==> src/rtl/alu_op_sequencer.sv <==
// Request FIFO plus a three-state issue FSM that feeds an external combinational ALU,
// captures each result and hands it downstream over a valid/ready interface.
module alu_op_sequencer #(
  parameter int DEPTH = 4,
  parameter int PTR_W = 2
) (
  input  logic        clock,
  input  logic        reset,
  input  logic        in_valid,
  output logic        in_ready,
  input  logic [3:0]  in_cmd,
  input  logic [7:0]  in_a,
  input  logic [7:0]  in_b,
  output logic [7:0]  alu_a,
  output logic [7:0]  alu_b,
  output logic [3:0]  alu_cmd,
  output logic        alu_en,
  input  logic [15:0] alu_out,
  output logic        res_valid,
  input  logic        res_ready,
  output logic [15:0] res_data,
  output logic [3:0]  res_cmd,
  output logic        res_err,
  output logic        busy,
  output logic [15:0] op_count
);

  typedef enum logic [1:0] {
    IDLE,
    ISSUE,
    HOLD
  } state_e;

  localparam logic [3:0]     CMD_DIV  = 4'b0101;
  localparam logic [PTR_W:0] FULL_CNT = (PTR_W + 1)'(DEPTH);

  state_e             state_q, state_d;
  logic [PTR_W-1:0]   wr_ptr_q, wr_ptr_d;
  logic [PTR_W-1:0]   rd_ptr_q, rd_ptr_d;
  logic [PTR_W:0]     count_q, count_d;
  logic [7:0]         alu_a_q, alu_a_d;
  logic [7:0]         alu_b_q, alu_b_d;
  logic [3:0]         alu_cmd_q, alu_cmd_d;
  logic               alu_en_q, alu_en_d;
  logic               res_valid_q, res_valid_d;
  logic [15:0]        res_data_q, res_data_d;
  logic [3:0]         res_cmd_q, res_cmd_d;
  logic               res_err_q, res_err_d;
  logic [15:0]        op_count_q, op_count_d;

  logic [19:0]        mem_q [DEPTH];
  logic               full, empty, push, pop;

  assign full  = (count_q == FULL_CNT);
  assign empty = (count_q == '0);
  assign push  = in_valid && !full;

  // NOTE: every variable gets its hold value before the case so no path leaves it unassigned (no latches).
  always_comb begin
    state_d     = state_q;
    alu_a_d     = alu_a_q;
    alu_b_d     = alu_b_q;
    alu_cmd_d   = alu_cmd_q;
    alu_en_d    = alu_en_q;
    res_valid_d = res_valid_q;
    res_data_d  = res_data_q;
    res_cmd_d   = res_cmd_q;
    res_err_d   = res_err_q;
    op_count_d  = op_count_q;
    pop         = 1'b0;

    unique case (state_q)
      IDLE: begin
        if (!empty) begin
          pop                            = 1'b1;
          {alu_cmd_d, alu_a_d, alu_b_d}  = mem_q[rd_ptr_q];
          alu_en_d                       = 1'b1;
          state_d                        = ISSUE;
        end
      end
      ISSUE: begin
        res_data_d  = alu_out;
        res_cmd_d   = alu_cmd_q;
        res_err_d   = (alu_cmd_q == CMD_DIV) && (alu_b_q == 8'd0);
        res_valid_d = 1'b1;
        alu_en_d    = 1'b0;
        state_d     = HOLD;
      end
      HOLD: begin
        if (res_ready) begin
          op_count_d  = op_count_q + 16'd1;
          res_valid_d = 1'b0;
          if (!empty) begin
            // Chain straight into the next request to sustain one result every two cycles.
            pop                           = 1'b1;
            {alu_cmd_d, alu_a_d, alu_b_d} = mem_q[rd_ptr_q];
            alu_en_d                      = 1'b1;
            state_d                       = ISSUE;
          end else begin
            state_d = IDLE;
          end
        end
      end
      default: state_d = IDLE;
    endcase
  end

  always_comb begin
    wr_ptr_d = wr_ptr_q;
    rd_ptr_d = rd_ptr_q;
    count_d  = count_q;
    if (push) wr_ptr_d = wr_ptr_q + 1'b1;
    if (pop)  rd_ptr_d = rd_ptr_q + 1'b1;
    unique case ({push, pop})
      2'b10:   count_d = count_q + 1'b1;
      2'b01:   count_d = count_q - 1'b1;
      default: count_d = count_q;
    endcase
  end

  // NOTE: non-blocking assignments so every flop samples pre-edge values.
  always_ff @(posedge clock) begin
    if (reset) begin
      state_q     <= IDLE;
      wr_ptr_q    <= '0;
      rd_ptr_q    <= '0;
      count_q     <= '0;
      alu_a_q     <= '0;
      alu_b_q     <= '0;
      alu_cmd_q   <= '0;
      alu_en_q    <= 1'b0;
      res_valid_q <= 1'b0;
      res_data_q  <= '0;
      res_cmd_q   <= '0;
      res_err_q   <= 1'b0;
      op_count_q  <= '0;
    end else begin
      state_q     <= state_d;
      wr_ptr_q    <= wr_ptr_d;
      rd_ptr_q    <= rd_ptr_d;
      count_q     <= count_d;
      alu_a_q     <= alu_a_d;
      alu_b_q     <= alu_b_d;
      alu_cmd_q   <= alu_cmd_d;
      alu_en_q    <= alu_en_d;
      res_valid_q <= res_valid_d;
      res_data_q  <= res_data_d;
      res_cmd_q   <= res_cmd_d;
      res_err_q   <= res_err_d;
      op_count_q  <= op_count_d;
    end
  end

  // NOTE: storage is not reset; the occupancy counter alone decides which entries are live.
  always_ff @(posedge clock) begin
    if (push) mem_q[wr_ptr_q] <= {in_cmd, in_a, in_b};
  end

  assign in_ready  = !full;
  assign alu_a     = alu_a_q;
  assign alu_b     = alu_b_q;
  assign alu_cmd   = alu_cmd_q;
  assign alu_en    = alu_en_q;
  assign res_valid = res_valid_q;
  assign res_data  = res_data_q;
  assign res_cmd   = res_cmd_q;
  assign res_err   = res_err_q;
  assign op_count  = op_count_q;
  assign busy      = !empty || (state_q != IDLE);

endmodule

==> config.mk <==
export PLATFORM = sky130hd
export DESIGN_NAME = alu_op_sequencer
export DESIGN_NICKNAME = d
export VERILOG_FILES = /design/src/rtl/alu_op_sequencer.sv
export SDC_FILE = /design/constraint.sdc
export NUM_CORES = 1
export LEC_CHECK = 0
export BUFFER_PORTS_ARGS = -buffer_cell sky130_fd_sc_hd__buf_2
export CORE_MARGIN = 3
export CORE_UTILIZATION = 50
export CTS_CLUSTER_SIZE = 12
export DETAILED_ROUTE_END_ITERATION = 10
export GPL_TIMING_DRIVEN = 0
export HOLD_SLACK_MARGIN = 0.12
export PLACE_DENSITY_LB_ADDON = 0.3
export SETUP_SLACK_MARGIN = 0.05
export SLEW_MARGIN = 10
export SYNTH_ARGS = -nofsm -noshare
export SYNTH_HDL_FRONTEND = slang
export SYNTH_SLANG_ARGS = --single-unit
==> constraint.sdc <==
create_clock -name clock -period 6.7 [get_ports clock]
set_input_delay 0.335 -clock clock [delete_from_list [all_inputs] [get_ports clock]]
set_output_delay 0.335 -clock clock [all_outputs]
set_load 0.03 [all_outputs]
# --- After elaboration in Yosys (flattened, before gate mapping) ---
# Memory sizes are Yosys's and may differ from the RTL's. A register that Yosys moved wholly into a read port is not among the register bits.
# Cells that the tools add are included.
op_classes:
  n_addsub: 5
  reduce_logical: 18
  eq_ne: 8
  muxes: 26
op_table:
  columns: ["operator", "n"]
  rows:
  - ["8-bit two-way mux", 4]
  - ["8-bit one-hot mux with 2 select lines", 2]
  - ["16-bit by 1-bit adder with 16-bit output (second input constant)", 1]
  - ["2-bit AND reduction", 5]
  - ["8-bit zero test", 1]
  - ["1-bit two-way mux", 8]
  - ["2-bit two-way mux", 4]
  - ["4-bit two-way mux", 2]
  - ["4-bit one-hot mux with 2 select lines", 1]
  - ["2-bit nonzero test", 4]
  - ["2-bit one-hot mux with 3 select lines", 1]
  - ["3-bit one-hot mux with 2 select lines", 1]
  - ["2-bit by 1-bit adder with 2-bit output (second input constant)", 2]
  - ["2-bit by 1-bit == test with 1-bit output (second input constant)", 2]
  - ["2-bit == test (second input constant)", 2]
  - ["4-bit by 3-bit == test with 1-bit output (second input constant)", 1]
  - ["2-bit inequality test (second input constant)", 2]
  - ["1-bit one-hot mux with 2 select lines", 2]
  - ["3-bit by 1-bit adder with 3-bit output (second input constant)", 1]
  - ["3-bit == test (second input constant)", 1]
  - ["3-bit zero test", 1]
  - ["1-bit one-hot mux with 3 select lines", 1]
  - ["3-bit nonzero test", 1]
  - ["3-bit by 1-bit subtractor with 3-bit output (second input constant)", 1]
  - ["4 further kinds", 6]
word_totals:
  inputBits: 40
  output_inout_bits: 61
  register_bits: 68
  ram_bits: 80
  elab_cells: 71
  n_memories: 1
mem_list:
  columns: ["name", "depth", "width", "rd", "rd_clocked_by_memory_dff", "wr", "line_no", "text"]
  rows:
  - ["mem_q", 4, 20, 1, 1, 1, "51", "logic [19:0] mem_q [DEPTH];"]

# --- Longest topological paths before layout ---
depth:
  word_depth: 6
  ltp_mapped: 11
  mapped_depth_nobuf: 9

# --- Least setup slack after synthesis ---
# Ideal clock, no wire load.
synth_path:
  path_kind: "register to register"
  from: "register state_q[1]"
  to: "register count_q[2]"
  setup_slack_ns: 4.270
  synth_period_minus_slack_ns: 2.430
  path_buffers: 2
  path_stages_with_launch: 12
  t_required_ns: 6.630
  setup_ns: 0.070
  t_arrival_ns: 2.360
  cell_sequence: "dfxtp_1 > nor2b_1 > or3_1 > clkbuf_1 > inv_2 > buf_2 > ha_1 > inv_1 > fa_1 > xor2_1 > or3_1 > a21oi_1"
synth_between:
  elab_chain_len: 4
  word_cells_on_any_way: 7
  cone_classes: "eq/ne (3); mux (2); reduce/logical (2)"
synth_rtl:
  columns: ["element", "line_no", "text"]
  rows:
  - ["start: declaration", "37", "state_e state_q, state_d;"]
  - ["start signal: assignment", "138", "state_q <= state_d;"]
  - ["2-bit == test / 2-bit zero test (equally long branches)", "72", "unique case (state_q)"]
  - ["1-bit one-hot mux with 2 select lines (*)", "72", null]
  - ["named net pop", "52", "logic full, empty, push, pop;"]
  - ["2-bit by 1-bit == test with 1-bit output / 2-bit == test (equally long branches)", "114", "unique case ({push, pop})"]
  - ["3-bit one-hot mux with 2 select lines / 2-bit nonzero test (equally long branches)", null, null]
  - ["end signal: assignment", "141", "count_q <= count_d;"]
  - ["end: declaration", "40", "logic [PTR_W:0] count_q, count_d;"]
# The timed path passes the listed nets; every way through them passes the cells marked *.
# A chain may end at the register's enable or synchronous reset.

# --- Final worst setup path ---
# Ends and elaborated chain as after synthesis.

==> flow_summary.yaml <==
clocking:
  tritoncts: "built"
  post_cts_buffers: 0
  clk_pin_slew_ns: 0.06
  clock_sink_count: 150
  clk_path_buf_depth: 2
  cts_inserted_buffers: 17
  clk_root_buffer_cell: "sky130_fd_sc_hd__clkbuf_16"
  h-tree-depth: 4
  clock_latency_ns: 0.42
setup_path:
  cp_common_cell: "sky130_fd_sc_hd__or3_1"
  worst-path-buf-inv: 4
  worst_setup_path_start_kind: "flop"
  crit_fanout: 10
  data_required_time_of_the_worst_path_ns: 7.05
  setup.worst_path.class: "flop to flop"
  crit_path_top_delay_cell: "sky130_fd_sc_hd__dfxtp_1"
  worstPathArrival_ns: 3.04
  critical_path.cell_chain: "nor2b_1 -> or3_1 -> clkbuf_1 -> inv_2 -> buf_2 -> ha_1 -> inv_1 -> fa_1 -> xor2_1 -> or3_1 -> a21oi_1"
  capturing_element_type_of_the_critical_path: "flop"
  reg2reg_from: "state_q[1]"
  critical_path.startpoint: "state_q[1]"
  crit_path_max_incr_delay_ns: 0.38
  critPathTopFamily: "simple AND/OR/NAND/NOR gates"
floorplanning:
  total_number_of_placement_rows: 38
  io_pins: 101
  design.core.area_mm2: 0.01094
  die_y_um: 112.4
  floorplan.die_area_mm2: 0.01264
  dieWidth_um: 112.4
  initial_utilization: 0.5181
yosys:
  synth_simple_gate_area_share: 0.1323
  yosysMostFrequentCell: "sky130_fd_sc_hd__nand2_1"
  yosys_register_bits: 150
  synth-adder-area-share: 0.01678
  synth.yosys.seq_area_share: 0.6714
  yosys.area_share.xor_xnor: 0.02010
  dominant_combinational_cell_family_by_area_after_synthesis: "simple AND/OR/NAND/NOR gates"
  postSynth.topFlopCell: "sky130_fd_sc_hd__edfxtp_1"
  synthMuxAreaShare: 0.08922
  number_of_flops_mapped_to_enable_cells_by_yosys: 80
  synth_top_cells_by_area: "sky130_fd_sc_hd__edfxtp_1 42%, sky130_fd_sc_hd__dfxtp_1 25%, sky130_fd_sc_hd__mux4_2 8.0%"
  synthesis_warning_total: 0
  ys_async_sr_fraction: 0
  synthesized_instance_count: 441
  synth-compound-area-share: 0.04814
  mappedNetlistArea_mm2: 0.005665
  cell_types_with_the_highest_counts_after_synthesis: "91 x sky130_fd_sc_hd__nand2_1, 80 x sky130_fd_sc_hd__edfxtp_1, 70 x sky130_fd_sc_hd__dfxtp_1, 50 x sky130_fd_sc_hd__a21oi_1, 23 x sky130_fd_sc_hd__nor2_1"
  yosysTopAreaCellShare: 0.4240
  postSynthAreaPerCell_um2: 12.85
  syn_nets: 488
  synth_top_cell_by_area: "sky130_fd_sc_hd__edfxtp_1"
  synth.distinct_cells: 38
power_and_ir_drop:
  power_leakage_nw: 2.711
  max-vdd-ir-drop_mv: 0.2350
  power_density_mw_per_mm2: 421.5
timing:
  timing.max_slew.rel_slack: 0.2724
  grt_setup_unrepaired: "false"
  layout_min_cycle_time_ns: 2.695
  setup_total_negative_slack_ns: 0
  finalClockSkew_ns: 0.008112
  fmax_ghz: 0.3710
  number_of_hold_violations_in_the_final_report: 0
  final-max-slew-violation-count: 0
  layout_worst_path_cycle_share: 0.4023
  worst_pin_slew_ns: 1.091
  setup_viol: 0
final_layout:
  non_filler_instances: 725
  nNetsFinal: 619
  final_core_util: 0.6449
  antenna-diode-count: 0
  drive_gt1_frac: 0.2803
  area_delta_synth_final_pct: 24.47
route:
  vias: 3754
  drt_via_density: 5.178
  ant_nets: 0
  routed_wire_length_per_instance_um: 15.43
  detailedRoute.firstPassIterationCount: 5
  first_iter_violations: 174
  detail_route.drc_violations: 0
  wirelength_um: 11190
grt:
  grt_max_degree: 21
  initial_antenna_violation_count: 0
  first_global_vias: 3635
  globalRouteTotalUtil: 0.1857
  gr-total-overflow: 0
  grt_first_pass_wirelength_um: 18110
place:
  place_inst: 680
  port_buffers: 99
  finalWeightedCongestion: 0.8148
  detailed_place_hpwl_um: 7490
min_path:
  hp-class: "input pin to flop"
  hold_start: "in_a[4]"
run:
  cap_viol_max_count: 0
status:
  status: "complete, no violations"
==> state kept, by name (all words and copies together), names as in the netlist, named ones only <==
register and flops:
res_cmd 4, res_err 1, op_count 16, alu_cmd 4
res_valid 1, alu_a 8, alu_b 8, alu_en 1
state_q 2, mem_q 80, rd_ptr_q 2, wr_ptr_q 2
res_data 16, count_q 3
==> layer usage <==
metal	wire length, um	vias up	global-route usage
met4	177	0	0.07692
met5	0	-	0
met3	689	11	0.05013
met2	5402	118	0.2996
li1	-	1836	-
met1	4920	1789	0.2392
==> placed cells by master (no fill, tap or decap), types with 4 or more instances in the layout <==
master,count
sky130_fd_sc_hd__clkbuf_1,13
sky130_fd_sc_hd__a21oi_1,50
sky130_fd_sc_hd__xnor2_1,6
sky130_fd_sc_hd__nor2_1,23
sky130_fd_sc_hd__nand4_1,4
sky130_fd_sc_hd__and3_1,7
sky130_fd_sc_hd__nand2_1,91
sky130_fd_sc_hd__buf_2,106
sky130_fd_sc_hd__xor2_1,7
sky130_fd_sc_hd__clkinvlp_4,6
sky130_fd_sc_hd__inv_6,4
sky130_fd_sc_hd__clkbuf_16,17
sky130_fd_sc_hd__edfxtp_1,80
sky130_fd_sc_hd__inv_1,8
sky130_fd_sc_hd__dlygate4sd3_1,13
sky130_fd_sc_hd__nor2b_1,6
sky130_fd_sc_hd__nand3_1,6
sky130_fd_sc_hd__nor3_1,4
sky130_fd_sc_hd__mux4_2,20
sky130_fd_sc_hd__or3_1,4
sky130_fd_sc_hd__dfxtp_1,70
sky130_fd_sc_hd__ha_1,6
==> final timing paths <==
check                 end  slack [ns]  cells past startpoint
max            count_q[2]        4.00                     11
min          mem_q[1][12]        0.14                      1
max reg2reg    count_q[2]        4.00                     11
min reg2reg        alu_en        0.45                      2
==> cell type report <==
class,count,area (um2)
Sequential cell,150,3804
Fill cell,877,3884
Inverter,9,33.78
Buffer,22,91.34
Timing Repair Buffer,112,625.6
Clock inverter,12,118.9
Multi-Input combinational cell,260,1737
Clock buffer,20,466.7
Tap cell,140,175.2
==> report_power, final <==
part           internal, mW  leakage, nW  switching [mW]
Sequential             1.13         1.30          0.0852
Clock                 0.545        0.268           0.374
Combinational         0.289         1.14           0.551
Total                  1.96         2.71            1.01
==> cells by family after synthesis <==
group                    after synthesis
buffers and inverters                 31
AO/OA/AOI/OAI                         54
multiplexers                          25
XOR/XNOR                              13
adder cells (fa/ha/maj)                7
flip-flops                           150
AND/OR/NAND/NOR                      161
==> repair_timing <==
action,in CTS,in global routing
hold buffers,13,0
gates resized for setup,0,0
hold endpoints to repair,48,0
==> per-stage QoR <==
| stage | instance area, um2 | hold slack, ns | setup slack, ns | total power [mW] |
|---|---|---|---|---|
| floorplan | 5665 | 0.4339 | 4.270 | 1.818 |
| global route | 7052 | 0.1252 | 3.800 | 3.135 |
| global placement | 6336 | 0.4395 | 4.035 | 2.051 |
| finish | 7052 | 0.1390 | 4.005 | 2.972 |
| CTS | 7052 | 0.1233 | 3.974 | 3.006 |
| detailed placement | 6336 | 0.4461 | 3.988 | 2.078 |
Note: power is estimated with default switching activity, not from simulation.
